--- src/rtl/vote_tally_arbiter.sv ---
`default_nettype none
// +----------------------------------------------------------------------------+
// | Module   : vote_tally_arbiter                                              |
// | Purpose  : Buffers per-channel event pulses in small saturating pending    |
// |            counters and retires them, one per cycle, through a shared      |
// |            round-robin increment path into a bank of per-channel tallies.  |
// |            A clear request starts a sequenced sweep that zeroes one tally  |
// |            (and its drop flag) per cycle.                                  |
// | Ports    : clk_in    - system clock, rising edge                           |
// |            rst_n_in  - asynchronous active-low reset                       |
// |            evt_in    - one-cycle event pulse per channel                   |
// |            clear_in  - one-cycle request to zero all tallies               |
// |            count_out - packed tallies, channel i at [i*COUNT_W +: COUNT_W] |
// |            grant_out - one-hot channel incremented last cycle              |
// |            wrap_out  - one-cycle pulse when a tally wraps / saturates      |
// |            drop_out  - sticky lost-event flag per channel                  |
// |            busy_out  - high while the clear sweep runs                     |
// | Options  : VOTE_TALLY_SATURATE_EN - tallies hold at MAX_COUNT instead of   |
// |            wrapping to zero.                                               |
// | Revision : 1.0 - initial release                                           |
// +----------------------------------------------------------------------------+
module vote_tally_arbiter #(
  parameter int NUM_CH    = 4,
  parameter int COUNT_W   = 16,
  parameter int MAX_COUNT = 65535,
  parameter int PEND_W    = 3
) (
  input  logic                       clk_in,
  input  logic                       rst_n_in,
  input  logic [NUM_CH-1:0]          evt_in,
  input  logic                       clear_in,
  output logic [NUM_CH*COUNT_W-1:0]  count_out,
  output logic [NUM_CH-1:0]          grant_out,
  output logic [NUM_CH-1:0]          wrap_out,
  output logic [NUM_CH-1:0]          drop_out,
  output logic                       busy_out
);

  localparam int                 IDX_W      = $clog2(NUM_CH);
  localparam logic [PEND_W-1:0]  C_PEND_MAX = '1;
  localparam logic [COUNT_W-1:0] C_MAX      = COUNT_W'(MAX_COUNT);
  localparam logic [IDX_W-1:0]   C_LAST_IDX = IDX_W'(NUM_CH - 1);
  localparam logic [IDX_W:0]     C_NUM_EXT  = (IDX_W + 1)'(NUM_CH);

  typedef enum logic [0:0] {
    ST_RUN   = 1'b0,
    ST_SWEEP = 1'b1
  } state_t;

  state_t             state_q, state_d;
  logic [IDX_W-1:0]   sweep_idx_q, sweep_idx_d;
  logic [IDX_W-1:0]   last_grant_q, last_grant_d;
  logic [PEND_W-1:0]  pend_q [NUM_CH];
  logic [PEND_W-1:0]  pend_d [NUM_CH];
  logic [COUNT_W-1:0] tally_q [NUM_CH];
  logic [COUNT_W-1:0] tally_d [NUM_CH];
  logic [NUM_CH-1:0]  grant_q, grant_d;
  logic [NUM_CH-1:0]  wrap_q, wrap_d;
  logic [NUM_CH-1:0]  drop_q, drop_d;
  logic               busy_q, busy_d;

  logic [NUM_CH-1:0]  pend_nz;
  logic               arb_en;
  logic               arb_found;
  logic [IDX_W:0]     arb_cand_ext;
  logic [IDX_W-1:0]   arb_cand;

  generate
    for (genvar gi = 0; gi < NUM_CH; gi++) begin : g_chan
      assign pend_nz[gi]                          = |pend_q[gi];
      assign count_out[gi*COUNT_W +: COUNT_W]     = tally_q[gi];
    end
  endgenerate

  // Run/sweep control. A clear accepted in RUN suppresses that cycle's grant.
  always_comb begin
    state_d     = state_q;
    sweep_idx_d = sweep_idx_q;
    arb_en      = 1'b0;
    case (state_q)
      ST_RUN: begin
        if (clear_in) begin
          state_d     = ST_SWEEP;
          sweep_idx_d = '0;
        end else begin
          arb_en = 1'b1;
        end
      end
      ST_SWEEP: begin
        if (sweep_idx_q == C_LAST_IDX) begin
          state_d     = ST_RUN;
          sweep_idx_d = '0;
        end else begin
          sweep_idx_d = sweep_idx_q + IDX_W'(1);
        end
      end
      default: state_d = ST_RUN;
    endcase
    busy_d = (state_d == ST_SWEEP);
  end

  // Round-robin search starting one past the last granted channel. The
  // candidate index is last+k reduced mod NUM_CH with a single conditional
  // subtract, which also covers non-power-of-two channel counts.
  always_comb begin
    grant_d      = '0;
    last_grant_d = last_grant_q;
    arb_found    = 1'b0;
    arb_cand_ext = '0;
    arb_cand     = '0;
    if (arb_en) begin
      for (int k = 1; k <= NUM_CH; k++) begin
        arb_cand_ext = {1'b0, last_grant_q} + (IDX_W + 1)'(k);
        if (arb_cand_ext >= C_NUM_EXT) begin
          arb_cand_ext = arb_cand_ext - C_NUM_EXT;
        end
        arb_cand = arb_cand_ext[IDX_W-1:0];
        if (!arb_found && pend_nz[arb_cand]) begin
          arb_found          = 1'b1;
          grant_d[arb_cand]  = 1'b1;
          last_grant_d       = arb_cand;
        end
      end
    end
  end

  // Per-channel pending, tally, wrap and drop update. Sweep clearing and
  // grants never coincide because grants are only made in RUN; a drop in the
  // same cycle as its channel's sweep slot still sets the flag.
  always_comb begin
    for (int i = 0; i < NUM_CH; i++) begin
      pend_d[i]  = pend_q[i];
      tally_d[i] = tally_q[i];
      wrap_d[i]  = 1'b0;
      drop_d[i]  = drop_q[i];

      if (state_q == ST_SWEEP && sweep_idx_q == IDX_W'(i)) begin
        tally_d[i] = '0;
        drop_d[i]  = 1'b0;
      end

      if (evt_in[i] && !grant_d[i]) begin
        if (pend_q[i] == C_PEND_MAX) begin
          drop_d[i] = 1'b1;
        end else begin
          pend_d[i] = pend_q[i] + PEND_W'(1);
        end
      end else if (!evt_in[i] && grant_d[i]) begin
        pend_d[i] = pend_q[i] - PEND_W'(1);
      end

      if (grant_d[i]) begin
        if (tally_q[i] == C_MAX) begin
`ifdef VOTE_TALLY_SATURATE_EN
          tally_d[i] = tally_q[i];
`else
          tally_d[i] = '0;
`endif
          wrap_d[i] = 1'b1;
        end else begin
          tally_d[i] = tally_q[i] + COUNT_W'(1);
        end
      end
    end
  end

  always_ff @(posedge clk_in or negedge rst_n_in) begin
    if (!rst_n_in) begin
      state_q      <= ST_RUN;
      sweep_idx_q  <= '0;
      last_grant_q <= C_LAST_IDX;
      grant_q      <= '0;
      wrap_q       <= '0;
      drop_q       <= '0;
      busy_q       <= 1'b0;
      for (int i = 0; i < NUM_CH; i++) begin
        pend_q[i]  <= '0;
        tally_q[i] <= '0;
      end
    end else begin
      state_q      <= state_d;
      sweep_idx_q  <= sweep_idx_d;
      last_grant_q <= last_grant_d;
      grant_q      <= grant_d;
      wrap_q       <= wrap_d;
      drop_q       <= drop_d;
      busy_q       <= busy_d;
      for (int i = 0; i < NUM_CH; i++) begin
        pend_q[i]  <= pend_d[i];
        tally_q[i] <= tally_d[i];
      end
    end
  end

  assign grant_out = grant_q;
  assign wrap_out  = wrap_q;
  assign drop_out  = drop_q;
  assign busy_out  = busy_q;

endmodule
`default_nettype wire

--- config.mk ---
export PLATFORM = sky130hd
export DESIGN_NAME = vote_tally_arbiter
export DESIGN_NICKNAME = d
export VERILOG_FILES = /design/src/rtl/vote_tally_arbiter.sv
export SDC_FILE = /design/constraint.sdc
export NUM_CORES = 1
export LEC_CHECK = 0
export BUFFER_PORTS_ARGS = -buffer_cell sky130_fd_sc_hd__clkbuf_2
export CORE_ASPECT_RATIO = 0.9
export CORE_MARGIN = 5
export CORE_UTILIZATION = 61
export CTS_CLUSTER_DIAMETER = 80
export CTS_CLUSTER_SIZE = 28
export DETAILED_ROUTE_END_ITERATION = 8
export PLACE_DENSITY = 0.84
export SLEW_MARGIN = 5
export SYNTH_ARGS = -nofsm -noshare
export SYNTH_HDL_FRONTEND = slang
export SYNTH_SLANG_ARGS = --single-unit
--- constraint.sdc ---
create_clock -name clk_in -period 5.1 [get_ports clk_in]
set_input_delay 0.255 -clock clk_in [delete_from_list [all_inputs] [get_ports clk_in]]
set_output_delay 0.255 -clock clk_in [all_outputs]
set_load 0.02 [all_outputs]
# Yosys cells after proc, flatten, opt, wreduce, memory -nomap -nowiden
# Index checks and enable logic that the tools add are counted.
dict set report totals {
  ff_bits 93
  latch_bits 0
  mem_bits_rw 0
  mem_bits_ro 0
  input_bits 7
  memories 0
}
dict set report op_classes {
  add_sub_neg 21
  n_mul 0
  div 0
  n_lt_le_gt_ge 12
  n_eq_ne 16
  shift 0
  n_mux 94
  bitwise 4
  reduce_logical 49
}
# operator count
set ops {}
lappend ops {{$mux 16} 12}
lappend ops {{$add 16x1->16 const B} 4}
lappend ops {{$eq 16x16->1 const B} 4}
lappend ops {{$mux 1} 38}
lappend ops {{$mux 3} 12}
lappend ops {{$mux 4} 8}
lappend ops {{$mux 2} 14}
lappend ops {{$logic_and 1x1->1} 19}
lappend ops {{$reduce_bool 2->1} 8}
lappend ops {{$add 3x1->3 const B} 4}
lappend ops {{$eq 3x3->1 const B} 4}
lappend ops {{$ge 3x3->1 const B} 4}
lappend ops {{$lt 2x3->1 const B} 4}
lappend ops {{$or 4x4->4} 3}
lappend ops {{$reduce_or 3->1} 4}
lappend ops {{$sub 3x1->3 const B} 4}
lappend ops {{$logic_not 1->1} 11}
lappend ops {{$ne 2x2->1 const B} 5}
lappend ops {{$reduce_and 2->1} 5}
lappend ops {{$bmux 1 s2} 4}
lappend ops {{$demux 1 s2} 4}
lappend ops {{$ge 2x1->1 const B} 4}
lappend ops {{$sub 2x1->2 const B} 4}
lappend ops {{$add 2x2->3 const B} 2}
lappend ops {{10 further kinds} 11}

# Depth between registers and ports, before layout
dict set report depth {
  ltp_word 24
  mapped_depth 18
  depth_no_buf 14
}

# Worst setup path before layout
# No wires, ideal clock.
dict set report synth_path {
  path_kind {register to register}
  from {register last_grant_q[1]}
  to {register pend_q[8] (netlist name)}
  arrival_ps 3329
  required_time_ps 4976
  path_slack_ps 1647
  stages_incl_launch_ff 18
  path_buffers 4
  synth_period_minus_slack_ps 3453
  cell_sequence {dfstp_2 > clkbuf_1 > inv_1 > ha_1 > inv_1 > mux4_2 > buf_6 > o21ai_1 > a31o_1 > buf_6 > and2_4 > buf_6 > nand2_1 > xor2_1 > ha_1 > nor4b_1 > mux2i_1 > o31a_1}
}
dict set report synth_via {
  elab_chain_len 24
}
# item line_no
set synth_lines {}
lappend synth_lines {{start, declared} 52} ;# logic [IDX_W-1:0] last_grant_q, last_grant_d;
lappend synth_lines {{start signal, assigned} 183} ;# last_grant_q <= last_grant_d;
lappend synth_lines {{parallel branches: the longest is 18 deep, another holds $add 2x1->3} --}
lappend synth_lines {{$mux 4 *} 118} ;# if (!arb_found && pend_nz[arb_cand]) begin
lappend synth_lines {{$mux 4 *} 111} ;# if (arb_en) begin
lappend synth_lines {{$logic_not 1->1} 142} ;# if (evt_in[i] && !grant_d[i]) begin
lappend synth_lines {{$logic_and 1x1->1} 142}
lappend synth_lines {{$ne 2x2->1 (no source line) or $reduce_bool 2->1 (tied branches)} --}
lappend synth_lines {{$reduce_and 2->1 (no source line)} --}
lappend synth_lines {{end signal, assigned by index} 189} ;# pend_q[i] <= pend_d[i];
lappend synth_lines {{end, declared} 53} ;# logic [PEND_W-1:0] pend_q [NUM_CH];
# Mark *: on every way between the ends. The select of a mux whose other input is x is not followed.
# A chain may end at the register's enable or synchronous reset.

# Worst setup path in the final report
dict set report layout_path {
  from {register last_grant_q[0]}
  to {register pend_q[5] (netlist name)}
}
# The elaborated chain is that of the path after synthesis.

==> metrics.yaml <==
min-delay-path-class: "in -> reg"
timing.critical_path.from_type: "flip-flop"
syn-num-nets: 655
drt_first_pass_iters: 5
final_util_pct: 68.4
drt-wirelength-per-cell_um: 15.5
grt_pass1_vias: 4591
clk_latency_ns: 0.37
area_growth_pct: 8.75
hpwl_um: 8830
slew_viol_final: 0
leakage_nw: 2.97
gp_congestion: 0.906
grt_pass1_wl_um: 21400
rsz0062_at_grt: "no"
die_y_um: 102
seq_area_um2: 2330
final_common_cell: "dfrtp_1"
peakVddDrop_v: 0.000226
r2r-start: "last_grant_q[0]$_DFFE_PN1P_"
drc_errors: 0
status: "completed"
synth_ff_type: "dfrtp_1"
cts_tree: "done"
synth-edff-count: 0
tightest_slew_ns: 0.973
ys_seq_area_share_pct: 40.4
timing.final.hold_violations: 0
finalSetupViolCount: 0
post-place-ws_ns: 1.31
dr.first_iter.drc_count: 333
cp_data_arrival_time_ns: 4.09
cts.sinks: 93
dieArea_um2: 11500
rows: 33
crit_start: "last_grant_q[0]$_DFFE_PN1P_"
fmax_mhz: 261
critPathKind: "reg -> reg"
num-nets-final: 714
yosys_register_bits: 93
synth.avg_cell_area_um2: 9.17
power_density_nw_per_um2: 413
synth_top_cell_by_area: "dfrtp_1"
drt-total-wl_um: 12600
cts_root_buffer: "clkbuf_8"
cp.required_ns: 5.36
min-delay-start: "clear_in"
fin_crit_ns: 3.83
fin_ws_ns: 1.27
stdcell_count: 814
synth_area_leaders: "dfrtp_1 (40%), nand2_1 (5.5%), ha_1 (4.3%), mux2i_1 (3.5%), a21oi_1 (3.2%)"
ys_types: 62
ant_nets: 0
worst_clock_skew_ns: 0.00786
io_pins: 84
cts-htree-levels: 3
fin_crit_sh_pct: 75.1
core_area_um2: 9170
syn_area_um2: 5760
nFillCells: 782
synthCells: 628
drv_cap: 0
end_kind: "flip-flop"
grt_use_total_pct: 22.4
start_util_pct: 62.9
gr-total-overflow: 0
n_antenna_cell: 0
setup_tns_ns: 0
layout_common_cells: "dfrtp_1 (91), nand2_1 (84), clkbuf_2 (82)"
ctsLongestPathBuffers: 2
viasPerCell: 6.05
async_flop_share_pct: 100
io_buffer_count: 83
synth_warnings: 0
grt_max_degree: 57
place_inst: 797
cp_max_fo: 15
yosysTopAreaCellShare_pct: 39.5
multi_input_area_um2: 3110
cts_buffers: 9
drive_above_1_share_pct: 19.5
cts.clk_slew.worst_paths_ns: 0.09
antenna_found_initial: 0
die_w_um: 112
vias: 4927
max_slew_margin_pct: 35.2
## per-stage QoR
stage | total power [mW] | hold WS [ns] | cell area, um2
2_1_floorplan | 1.98 | -0.0406 | 5760
3_3_place_gp | 2.08 | 0.247 | 6080
3_5_place_dp | 2.14 | 0.246 | 6080
4_1_cts | 2.59 | 0.250 | 6270
5_1_grt | 2.78 | 0.289 | 6270
6_report | 2.59 | 0.269 | 6270
## power by group
group          internal (mW)  total (mW)  switching [mW]
Clock                  0.202       0.453           0.252
Sequential             0.852        1.07           0.219
Combinational          0.427        1.06           0.638
Total                   1.48        2.59            1.11
## path summary, 6_finish.rpt
kind	endpoint	slack (ns)	cells past startpoint
max in group asynchronous	count_out[24]$_DFFE_PN0P_	3.64	3
worst min register to register	drop_out[3]$_DFF_PN0_	0.49	2
worst max-delay path	pend_q[5]$_DFFE_PN0P_	1.27	13
worst min-delay path	last_grant_q[1]$_DFFE_PN1P_	0.27	4
worst max register to register	pend_q[5]$_DFFE_PN0P_	1.27	13
min in group asynchronous	count_out[43]$_DFFE_PN0P_	0.38	2
## area by class of cell
type / count / area share (%)
flip-flops and latches: 93 / 37.2
well taps: 122 / 2.44
clock buffers: 12 / 2.48
multi-input cells: 483 / 49.7
clock inverters: 4 / 0.359
repair buffers: 85 / 6.95
inverters: 15 / 0.899
## per-layer routing
layer,global-route usage [%],part of all wire [%]
met1,30.9,46
met2,35.2,46
met3,6.16,6.4
met4,6.28,0.96
met5,0,0
## sequential cells by signal, summed over array words and instances, names as in the netlist
register	cells
count_out	64
pend_q	12
drop_out	4
grant_out	4
wrap_out	4
last_grant_q	2
sweep_idx_q	2
busy_out	1
## kinds of logic after synthesis
logic type                 synth area share (%)
AOI/OAI and AO/OA                          20.6
xor gates and xnor gates                   1.98
adders and majority gates                  4.34
buffers and inverters                      5.52
DFF                                        40.4
muxes                                      5.23
and+or+nand+nor                            21.9
## synthesized netlist by cell type (all sizes together), types with 3 or more instances
cell type / instances
a22o: 16
and2: 3
nand2: 85
or2: 7
a21o: 21
a221oi: 3
nand3: 33
mux4: 3
buf: 31
and3: 23
or3: 9
o21ai: 44
nand2b: 4
inv: 15
dfrtp: 91
o211ai: 5
nor2: 37
o31a: 4
o22ai: 5
nor4b: 5
a211oi: 11
xor2: 8
a221o: 10
mux2i: 20
nor3: 17
a21oi: 41
nor4: 14
xnor2: 5
clkbuf: 6
ha: 20
a31o: 4
nand4: 8
mux2: 3
## critical path, cell delays in order, from the launching register on
cell and delay (ns):
dfstp_2 0.71, inv_1 0.23, ha_1 0.37, inv_1 0.10
mux4_2 0.43, o21ai_0 0.21, a31o_2 0.16, and2_1 0.45
nand2_1 0.15, xor2_1 0.16, ha_1 0.23, nor4b_1 0.28
mux2i_1 0.11, o31a_1 0.12
## timing repair
action	4_1_cts	5_1_grt
setup endpoints to repair	0	0
buffers inserted	0	0
hold buffers	1	0
endpoints found under the hold margin	37	0
gates resized for setup	0	0
Power figures use the tool's default switching activity.
